<file path="src/rtl/datapath_trace_buffer.sv">
// Trace buffer for the LEGv8 datapath. It records register-file and data-memory
// writes with their PC into a circular buffer, with a PC trigger and a valid/ready readout.
// Ports: clock/reset; capture control enable, mode, clear, arm, trig_pc;
//   snoop inputs pc, reg_we/reg_da/reg_data, mem_we/mem_addr/mem_data;
//   readout rd_ready in, rd_valid/rd_kind/rd_tag/rd_value/rd_pc out;
//   status count, overflow, dropped, triggered, frozen.
module datapath_trace_buffer #(
  parameter int DATA_W    = 64,
  parameter int ADDR_W    = 64,
  parameter int DEPTH     = 16,
  parameter int POST_TRIG = 4,
  localparam int CW       = $clog2(DEPTH + 1)
) (
  input  logic              clock,
  input  logic              reset,
  input  logic              enable,
  input  logic              mode,
  input  logic              clear,
  input  logic              arm,
  input  logic [ADDR_W-1:0] trig_pc,
  input  logic [ADDR_W-1:0] pc,
  input  logic              reg_we,
  input  logic [4:0]        reg_da,
  input  logic [DATA_W-1:0] reg_data,
  input  logic              mem_we,
  input  logic [ADDR_W-1:0] mem_addr,
  input  logic [DATA_W-1:0] mem_data,
  input  logic              rd_ready,
  output logic              rd_valid,
  output logic [1:0]        rd_kind,
  output logic [ADDR_W-1:0] rd_tag,
  output logic [DATA_W-1:0] rd_value,
  output logic [ADDR_W-1:0] rd_pc,
  output logic [CW-1:0]     count,
  output logic              overflow,
  output logic [7:0]        dropped,
  output logic              triggered,
  output logic              frozen
);

  localparam int PW  = $clog2(DEPTH);
  localparam int PTW = $clog2(POST_TRIG + 1);

  typedef enum logic [1:0] {
    S_IDLE,
    S_RUN,
    S_POST,
    S_FROZEN
  } state_t;

  state_t           state_q, state_d;
  logic [PW-1:0]    rp_q, rp_d;
  logic [PW-1:0]    wp_q, wp_d;
  logic [CW-1:0]    cnt_q, cnt_d;
  logic [PTW-1:0]   post_q, post_d;
  logic             ovf_q, ovf_d;
  logic [7:0]       drop_q, drop_d;
  logic             trg_q, trg_d;

  logic [1:0]        kind_q [DEPTH];
  logic [ADDR_W-1:0] tag_q  [DEPTH];
  logic [DATA_W-1:0] val_q  [DEPTH];
  logic [ADDR_W-1:0] pc_q   [DEPTH];

  // Slot 0 is the register event, slot 1 the memory event (older first).
  logic [1:0]             ev;
  logic [1:0][1:0]        ev_kind;
  logic [1:0][ADDR_W-1:0] ev_tag;
  logic [1:0][DATA_W-1:0] ev_val;
  logic [1:0]             wen;
  logic [1:0][PW-1:0]     widx;
  logic                   pop;

  assign ev[0]      = reg_we && (reg_da != 5'd31);
  assign ev[1]      = mem_we;
  assign ev_kind[0] = 2'b01;
  assign ev_kind[1] = 2'b10;
  assign ev_tag[0]  = {{(ADDR_W-5){1'b0}}, reg_da};
  assign ev_tag[1]  = mem_addr;
  assign ev_val[0]  = reg_data;
  assign ev_val[1]  = mem_data;

  assign rd_valid = (cnt_q != '0);
  assign pop      = rd_valid && rd_ready;

  always_comb begin
    state_d = state_q;
    rp_d    = rp_q;
    wp_d    = wp_q;
    cnt_d   = cnt_q;
    post_d  = post_q;
    ovf_d   = ovf_q;
    drop_d  = drop_q;
    trg_d   = trg_q;
    wen     = '0;
    widx    = '0;
    if (clear) begin
      rp_d    = '0;
      wp_d    = '0;
      cnt_d   = '0;
      post_d  = '0;
      ovf_d   = 1'b0;
      drop_d  = '0;
      trg_d   = 1'b0;
      state_d = enable ? S_RUN : S_IDLE;
    end else begin
      // Pop first so a full buffer frees a slot for this cycle's push.
      if (pop) begin
        rp_d  = rp_d + PW'(1);
        cnt_d = cnt_d - CW'(1);
      end
      case (state_q)
        S_IDLE: if (enable) state_d = S_RUN;
        S_FROZEN: ;
        default: begin
          if (!enable) begin
            state_d = S_IDLE;
          end else begin
            if (state_q == S_RUN && arm && pc == trig_pc && ev != '0) begin
              state_d = S_POST;
              trg_d   = 1'b1;
              post_d  = PTW'(POST_TRIG);
            end
            for (int k = 0; k < 2; k++) begin
              if (ev[k] && state_d != S_FROZEN) begin
                if (cnt_d == CW'(DEPTH) && mode) begin
                  if (drop_d != 8'hFF) drop_d = drop_d + 8'd1;
                end else begin
                  wen[k]  = 1'b1;
                  widx[k] = wp_d;
                  wp_d    = wp_d + PW'(1);
                  if (cnt_d == CW'(DEPTH)) begin
                    rp_d  = rp_d + PW'(1);
                    ovf_d = 1'b1;
                  end else begin
                    cnt_d = cnt_d + CW'(1);
                  end
                  if (state_d == S_POST) begin
                    post_d = post_d - PTW'(1);
                    if (post_d == '0) state_d = S_FROZEN;
                  end
                end
              end
            end
          end
        end
      endcase
    end
  end

  always_ff @(posedge clock or posedge reset) begin
    if (reset) begin
      state_q <= S_IDLE;
      rp_q    <= '0;
      wp_q    <= '0;
      cnt_q   <= '0;
      post_q  <= '0;
      ovf_q   <= 1'b0;
      drop_q  <= '0;
      trg_q   <= 1'b0;
    end else begin
      state_q <= state_d;
      rp_q    <= rp_d;
      wp_q    <= wp_d;
      cnt_q   <= cnt_d;
      post_q  <= post_d;
      ovf_q   <= ovf_d;
      drop_q  <= drop_d;
      trg_q   <= trg_d;
    end
  end

  // Entry storage needs no reset; the readout is gated by rd_valid.
  always_ff @(posedge clock) begin
    for (int k = 0; k < 2; k++) begin
      if (wen[k]) begin
        kind_q[widx[k]] <= ev_kind[k];
        tag_q[widx[k]]  <= ev_tag[k];
        val_q[widx[k]]  <= ev_val[k];
        pc_q[widx[k]]   <= pc;
      end
    end
  end

  assign rd_kind   = rd_valid ? kind_q[rp_q] : '0;
  assign rd_tag    = rd_valid ? tag_q[rp_q]  : '0;
  assign rd_value  = rd_valid ? val_q[rp_q]  : '0;
  assign rd_pc     = rd_valid ? pc_q[rp_q]   : '0;
  assign count     = cnt_q;
  assign overflow  = ovf_q;
  assign dropped   = drop_q;
  assign triggered = trg_q;
  assign frozen    = (state_q == S_FROZEN);

endmodule
</file>
<file path="config.mk">
export PLATFORM = sky130hd
export DESIGN_NAME = datapath_trace_buffer
export DESIGN_NICKNAME = d
export VERILOG_FILES = /design/src/rtl/datapath_trace_buffer.sv
export SDC_FILE = /design/constraint.sdc
export NUM_CORES = 2
export LEC_CHECK = 0
export BUFFER_PORTS_ARGS = -buffer_cell sky130_fd_sc_hd__buf_2
export CORE_UTILIZATION = 66
export DETAILED_ROUTE_END_ITERATION = 8
export GPL_TIMING_DRIVEN = 0
export PLACE_DENSITY_LB_ADDON = 0.05
export SETUP_SLACK_MARGIN = 0.2
export SYNTH_ARGS = -nofsm -noshare
export SYNTH_HDL_FRONTEND = slang
export SYNTH_SLANG_ARGS = --single-unit
</file>
<file path="constraint.sdc">
create_clock -name clock -period 44.7 [get_ports clock]
set_input_delay 2.235 -clock clock [delete_from_list [all_inputs] [get_ports clock]]
set_output_delay 2.235 -clock clock [all_outputs]
set_load 0.02 [all_outputs]
</file>
* Yosys cells after proc, flatten, opt, wreduce, memory -nomap -nowiden *
Memory sizes are Yosys's and may differ from the RTL's.
Cells that the tools add are included.

storage, ports and cells
  bits in registers = 28
  memory bits (writable) = 3104
  input bits = 334
  output and inout port bits = 211
  logic and storage cells = 180
  memories kept = 4

operators by class
  add/sub/neg operators = 12
  equal/unequal tests = 15
  multiplexer cells = 121
  reductions and logical operators = 20

memories
  name    depth  width  read ports  clocked after Yosys merged registers in  wr ports  RTL line  RTL
  pc_q    16     64     1           0                                        2         63        logic [ADDR_W-1:0] pc_q [DEPTH];
  tag_q   16     64     1           0                                        2         61        logic [ADDR_W-1:0] tag_q [DEPTH];
  val_q   16     64     1           0                                        2         62        logic [DATA_W-1:0] val_q [DEPTH];
  kind_q  16     2      1           0                                        2         60        logic [1:0] kind_q [DEPTH];

operator list
  kind                                               count
  2-to-1 mux 64 bit                                  3
  2-to-1 mux 8 bit                                   15
  2-to-1 mux 4 bit                                   28
  2-to-1 mux 5 bit                                   14
  == test 64 bit                                     1
  2-to-1 mux 3 bit                                   16
  2-to-1 mux 2 bit                                   22
  2-to-1 mux 1 bit                                   22
  adder 4 x 1 -> 4 bit (second input constant)       5
  adder 8 x 1 -> 8 bit (second input constant)       2
  inequality test 8 bit (second input constant)      2
  adder 5 x 1 -> 5 bit (second input constant)       2
  == test 5 bit (second input constant)              2
  logical AND 1 bit                                  9
  == test 2 bit (second input constant)              3
  zero test 3 bit                                    2
  inequality test 2 bit (second input constant)      3
  nonzero test 2 bit                                 3
  subtractor 3 x 1 -> 3 bit (second input constant)  2
  inequality test 5 bit (second input constant)      1
  nonzero test 5 bit                                 1
  subtractor 5 x 1 -> 5 bit (second input constant)  1
  case mux 2 bit (2 select lines)                    1
  AND reduction 2 bit                                2
  other kinds (6)                                    6

* Logic depth before layout (Yosys ltp) *
  depth in word-level cells = 25
  depth in mapped cells = 28
  depth with buffers taken out = 24

* Worst setup path before layout *
Ideal clock, no wire load.

  kind = in2reg
  start = input port trig_pc[7]
  end = memory pc_q[4][0] (enable)
  setup time = 1009 ps
  arrival time = 19619 ps
  required time = 43691 ps
  path slack = 24072 ps
  cell stages on the path = 17
  cell sequence = nor2b_1 > a2111o_1 > nor4_1 > and4_1 > a21oi_1 > nor3_4 > mux2_2 > inv_1 > ha_1 > nand3_1 > or3_1 > a211oi_2 > inv_1 > ha_1 > buf_1 > or3_1 > o21ai_0

RTL lines
  element             RTL line  RTL
  start: declaration  20        input logic [ADDR_W-1:0] trig_pc,
  end: declaration    63

==> impl_summary.log <==
INFO  metric status = finished with violations
INFO  metric violations = capacitance limit, slew limit
INFO  metric final.setup_skew = between 0.03 and 0.04 ns
INFO  metric nNetsFinal = between 9000 and 10000
INFO  metric cts.repair.resized = 0
INFO  metric timing.slew.headroom = -3.20%
INFO  metric die_h = 465 µm
INFO  metric ys_ff_latch = 3132
INFO  metric max_slew_vio_count = 22
INFO  metric crit_type = in2reg
INFO  metric port_buffers = 543
INFO  metric syn-mean-instance-area = 18.6 µm²
INFO  metric postSynthNetCount = approximately 8000
INFO  metric arrival = roughly 12 ns
INFO  metric place_hpwl = 277000 µm
INFO  metric met2_resource_use_gr = 61.5%
INFO  metric flow.area_growth_from_synthesis = 14.2%
INFO  metric die-area = around 220000 µm²
INFO  metric end_kind = register
INFO  metric grt_setup_unrepaired = no
INFO  metric gp_routability_congestion = 0.905
INFO  metric fin_util = 76.1%
INFO  metric tritoncts_num_sinks = 3132
INFO  metric initial_utilization = between 60% and 70%
INFO  metric timing.final.crit_share = roughly a quarter
INFO  metric ctsHtreeMaxLevel = 5
INFO  metric cts-buffers-inserted = 333
INFO  metric timing.critical_path.required = 45.35 ns
INFO  metric timing.final.crit_period = 11.67 ns
INFO  metric max_cap_violations = 3
INFO  metric async_flop_share = less than 1%
INFO  metric nFillCells = 12000
INFO  metric synth.cell_area = 142000 µm²
INFO  metric final_layout_size_suffix_gt1_share = 37.2%
INFO  metric gr-max-usage-layer = met2
INFO  metric cts.clk_slew.worst_paths = 0.07 ns
INFO  metric die_w = 465 µm
INFO  metric postPlaceCellArea = 151000 µm²
INFO  metric tritoncts = done
INFO  metric timing.critical_path.from_type = primary input
INFO  metric detailedRoute.firstIterationViolations = 12600
INFO  metric track_usage = 39.7%
INFO  metric via_count_of_the_first_global_routing_pass = 83600
INFO  metric holdBufCountCts = 0
INFO  metric grt_pass1_wl = 601000 µm
INFO  metric fin_tns_setup = 0 ns
INFO  metric via_count = 82900
INFO  metric worst_ir_drop_vdd = between 0.00004 and 0.00005 V
INFO  metric report.final.hold_viol_count = 0
INFO  metric grt_max_degree = 46
INFO  metric remaining_drc_errors = 0
INFO  metric worst_slew_pin_slew = 1.54 ns
INFO  metric num_rows = 169
INFO  metric routed_wl = 427000 µm
INFO  metric ff_latch_area = 93600 µm²
INFO  metric dominantRegCellSynth = sky130_fd_sc_hd__edfxtp_1
INFO  metric clk_path_buf_depth = 4
INFO  metric power.density_cell_area = 48.5 nW/µm²
INFO  metric post_synth_num_cell_types = between 70 and 80
INFO  metric fmax = 85.7 MHz
INFO  metric met3_grt_util = 11.8%
INFO  metric drt-wirelength-per-cell = approximately 36 µm
INFO  metric gr-total-overflow = 0
INFO  metric firstDrtPassIters = 8
INFO  metric antenna_violations_before_repair = 95
INFO  metric final-setup-viol-count = 0
INFO  metric area_used_by_multi_input_combinational_logic = roughly 45000 µm²
INFO  metric hold_path.class = reg2reg
INFO  metric post_cts.repair.setup_buffers = 0
INFO  metric yosysSeqAreaShare = 66.0%
INFO  metric critical_path_peak_fanout = 44
INFO  metric worst_skew_pair.late_latency = 0.97 ns
INFO  metric post_drt_via_cell_ratio = between 7 and 8
INFO  metric number_of_flops_mapped_to_enable_cells_by_yosys = 3072
INFO  metric num_io_pins = 545
INFO  metric finalInstanceArea = 162000 µm²
INFO  metric yosys_warnings = 0
INFO  metric ant_nets = 0
INFO  metric cts_root_buffer = sky130_fd_sc_hd__clkbuf_16
INFO  metric grt.met1_usage = 51.2%
INFO  metric fp.coreArea = approximately 210000 µm²
INFO  metric post_synthesis_cell_count = 7635
INFO  metric power.leakage = 54.4 nW
-- layout by cell type (no fill, tap or decap), types with 10 or more instances in the layout --
cell                         count
sky130_fd_sc_hd__nand2_1        65
sky130_fd_sc_hd__nor2b_1        15
sky130_fd_sc_hd__mux4_2        970
sky130_fd_sc_hd__o21ai_0        22
sky130_fd_sc_hd__mux2_2       1027
sky130_fd_sc_hd__nor2_1         58
sky130_fd_sc_hd__dfrtp_1        28
sky130_fd_sc_hd__mux2_1         81
sky130_fd_sc_hd__inv_1          41
sky130_fd_sc_hd__buf_12         67
sky130_fd_sc_hd__clkbuf_2       18
sky130_fd_sc_hd__bufinv_16      26
sky130_fd_sc_hd__xor2_1         55
sky130_fd_sc_hd__clkinv_2       40
sky130_fd_sc_hd__buf_1         148
sky130_fd_sc_hd__dfxtp_1        32
sky130_fd_sc_hd__buf_16         70
sky130_fd_sc_hd__buf_4          46
sky130_fd_sc_hd__nor3_1         19
sky130_fd_sc_hd__edfxtp_1     3072
sky130_fd_sc_hd__clkbuf_1      472
sky130_fd_sc_hd__clkinvlp_4     10
sky130_fd_sc_hd__nand4_1        13
sky130_fd_sc_hd__and2_1        956
sky130_fd_sc_hd__nor4_1         21
sky130_fd_sc_hd__diode_2        71
sky130_fd_sc_hd__xnor2_1        26
sky130_fd_sc_hd__clkinv_1       81
sky130_fd_sc_hd__a21o_1         17
sky130_fd_sc_hd__a21oi_1        38
sky130_fd_sc_hd__buf_2         632
sky130_fd_sc_hd__ha_1           22
sky130_fd_sc_hd__and3_1        200
sky130_fd_sc_hd__clkbuf_16     339
sky130_fd_sc_hd__nand3_1        27
-- cells by family after synthesis --
logic type / count (synthesis) / share of synthesized area, %
and+or+nand+nor: 1427 / 6.16
DFF: 3132 / 66.0
xor gates and xnor gates: 83 / 0.531
muxes: 2083 / 24.3
AOI/OAI and AO/OA: 143 / 0.659
adders and majority gates: 22 / 0.194
buffers and inverters: 745 / 2.18
-- state kept, by name, indices dropped and copies added, names as in the netlist, 3 cells and up --
register	flops
count	5
dropped	8
kind_q	32
pc_q	1024
post_q	3
rp_q	4
tag_q	1024
val_q	1024
wp_q	4
-- synthesized netlist by cell type, drive strengths merged, types with 3 or more instances --
master | n | area, µm²
clkbuf | 416 | 1560
ha | 22 | 275
nor3 | 25 | 168
nand4 | 13 | 81.3
o211ai | 8 | 60.1
nor2b | 15 | 93.8
a21oi | 39 | 199
a211oi | 7 | 57.6
and2 | 956 | 5980
a2111o | 3 | 33.8
o31ai | 3 | 22.5
mux4 | 970 | 21800
inv | 42 | 158
nor2 | 64 | 260
buf | 287 | 1370
nor4 | 27 | 233
a21o | 17 | 128
and4 | 3 | 26.3
nand2b | 7 | 43.8
o21a | 6 | 45.0
a31oi | 3 | 18.8
edfxtp | 3072 | 92200
or3 | 8 | 50.1
nand2 | 67 | 251
xnor2 | 27 | 255
mux2i | 5 | 50.1
mux2 | 1108 | 12500
xor2 | 56 | 498
o21ai | 31 | 159
dfrtp | 28 | 701
and3 | 200 | 1250
nand3 | 27 | 135
o22ai | 7 | 43.8
dfxtp | 32 | 641
-- metal layers --
metal	vias to the layer above	routed length (µm)
li1	32600	-
met1	42600	145000
met2	6428	201000
met3	1212	55300
met4	68	24900
met5	-	441
-- metrics by stage --
step                      setup WS [ns]  hold slack (ns)  std cells  total power, mW
after CTS                         33.81            0.454      11700             7.83
final                             33.03            0.458      11800             7.86
after detailed placement          32.95            0.434      11100             5.21
after global placement             5.09            0.430      11000             5.20
after global routing              33.44            0.471      11800             8.04
after floorplan                   24.07            0.418       7635             4.51
-- critical path, cell delays in order --
cell and delay [ns]:
sky130_fd_sc_hd__buf_2 0.27, sky130_fd_sc_hd__xor2_1 0.45, sky130_fd_sc_hd__nor4_1 1.15, sky130_fd_sc_hd__nand2_1 0.23, sky130_fd_sc_hd__nor4_2 0.47, sky130_fd_sc_hd__a21oi_1 0.31
sky130_fd_sc_hd__nor3_4 0.47, sky130_fd_sc_hd__mux2_2 0.42, sky130_fd_sc_hd__inv_1 0.10, sky130_fd_sc_hd__ha_1 0.19, sky130_fd_sc_hd__nand3_1 0.07, sky130_fd_sc_hd__or3_1 0.41
sky130_fd_sc_hd__a211oi_2 0.53, sky130_fd_sc_hd__inv_1 0.10, sky130_fd_sc_hd__ha_1 0.40, sky130_fd_sc_hd__buf_1 0.40, sky130_fd_sc_hd__nor3_2 0.39, sky130_fd_sc_hd__clkbuf_1 1.09
sky130_fd_sc_hd__clkbuf_1 0.88, sky130_fd_sc_hd__nand2_1 0.28, sky130_fd_sc_hd__nand2_4 0.41, sky130_fd_sc_hd__buf_16 0.31, sky130_fd_sc_hd__buf_16 0.35, sky130_fd_sc_hd__buf_12 0.28
-- cell type report --
cell class	instances	area share, %
Antenna cell	71	0.110
Multi-Input combinational cell	3758	27.9
Tap cell	2821	2.18
Buffer	703	1.83
Inverter	42	0.0974
Sequential cell	3132	57.8
Clock buffer	414	5.43
Clock inverter	163	0.873
Timing Repair Buffer	685	3.74
-- final timing paths --
kind | from | endpoint | slack (ns) | cells after the start
min | kind_q[12][1] | kind_q[12][1] | 0.46 | 1
min reg2reg | kind_q[12][1] | kind_q[12][1] | 0.46 | 1
max in group asynchronous | reset | wp_q[1] | 42.26 | 2
min in group asynchronous | reset | state_q[1] | 1.68 | 2
max | pc[28] | pc_q[6][43] | 33.03 | 24
max reg2reg | count[0] | pc_q[6][43] | 33.81 | 30
-- power by group --
part           internal [mW]  switching (mW)  total, mW
registers               3.24          0.0108       3.25
clock network           1.54            1.13       2.67
logic                  0.788            1.15       1.94
total                   5.56            2.30       7.86
(Power assumes the default switching activity.)
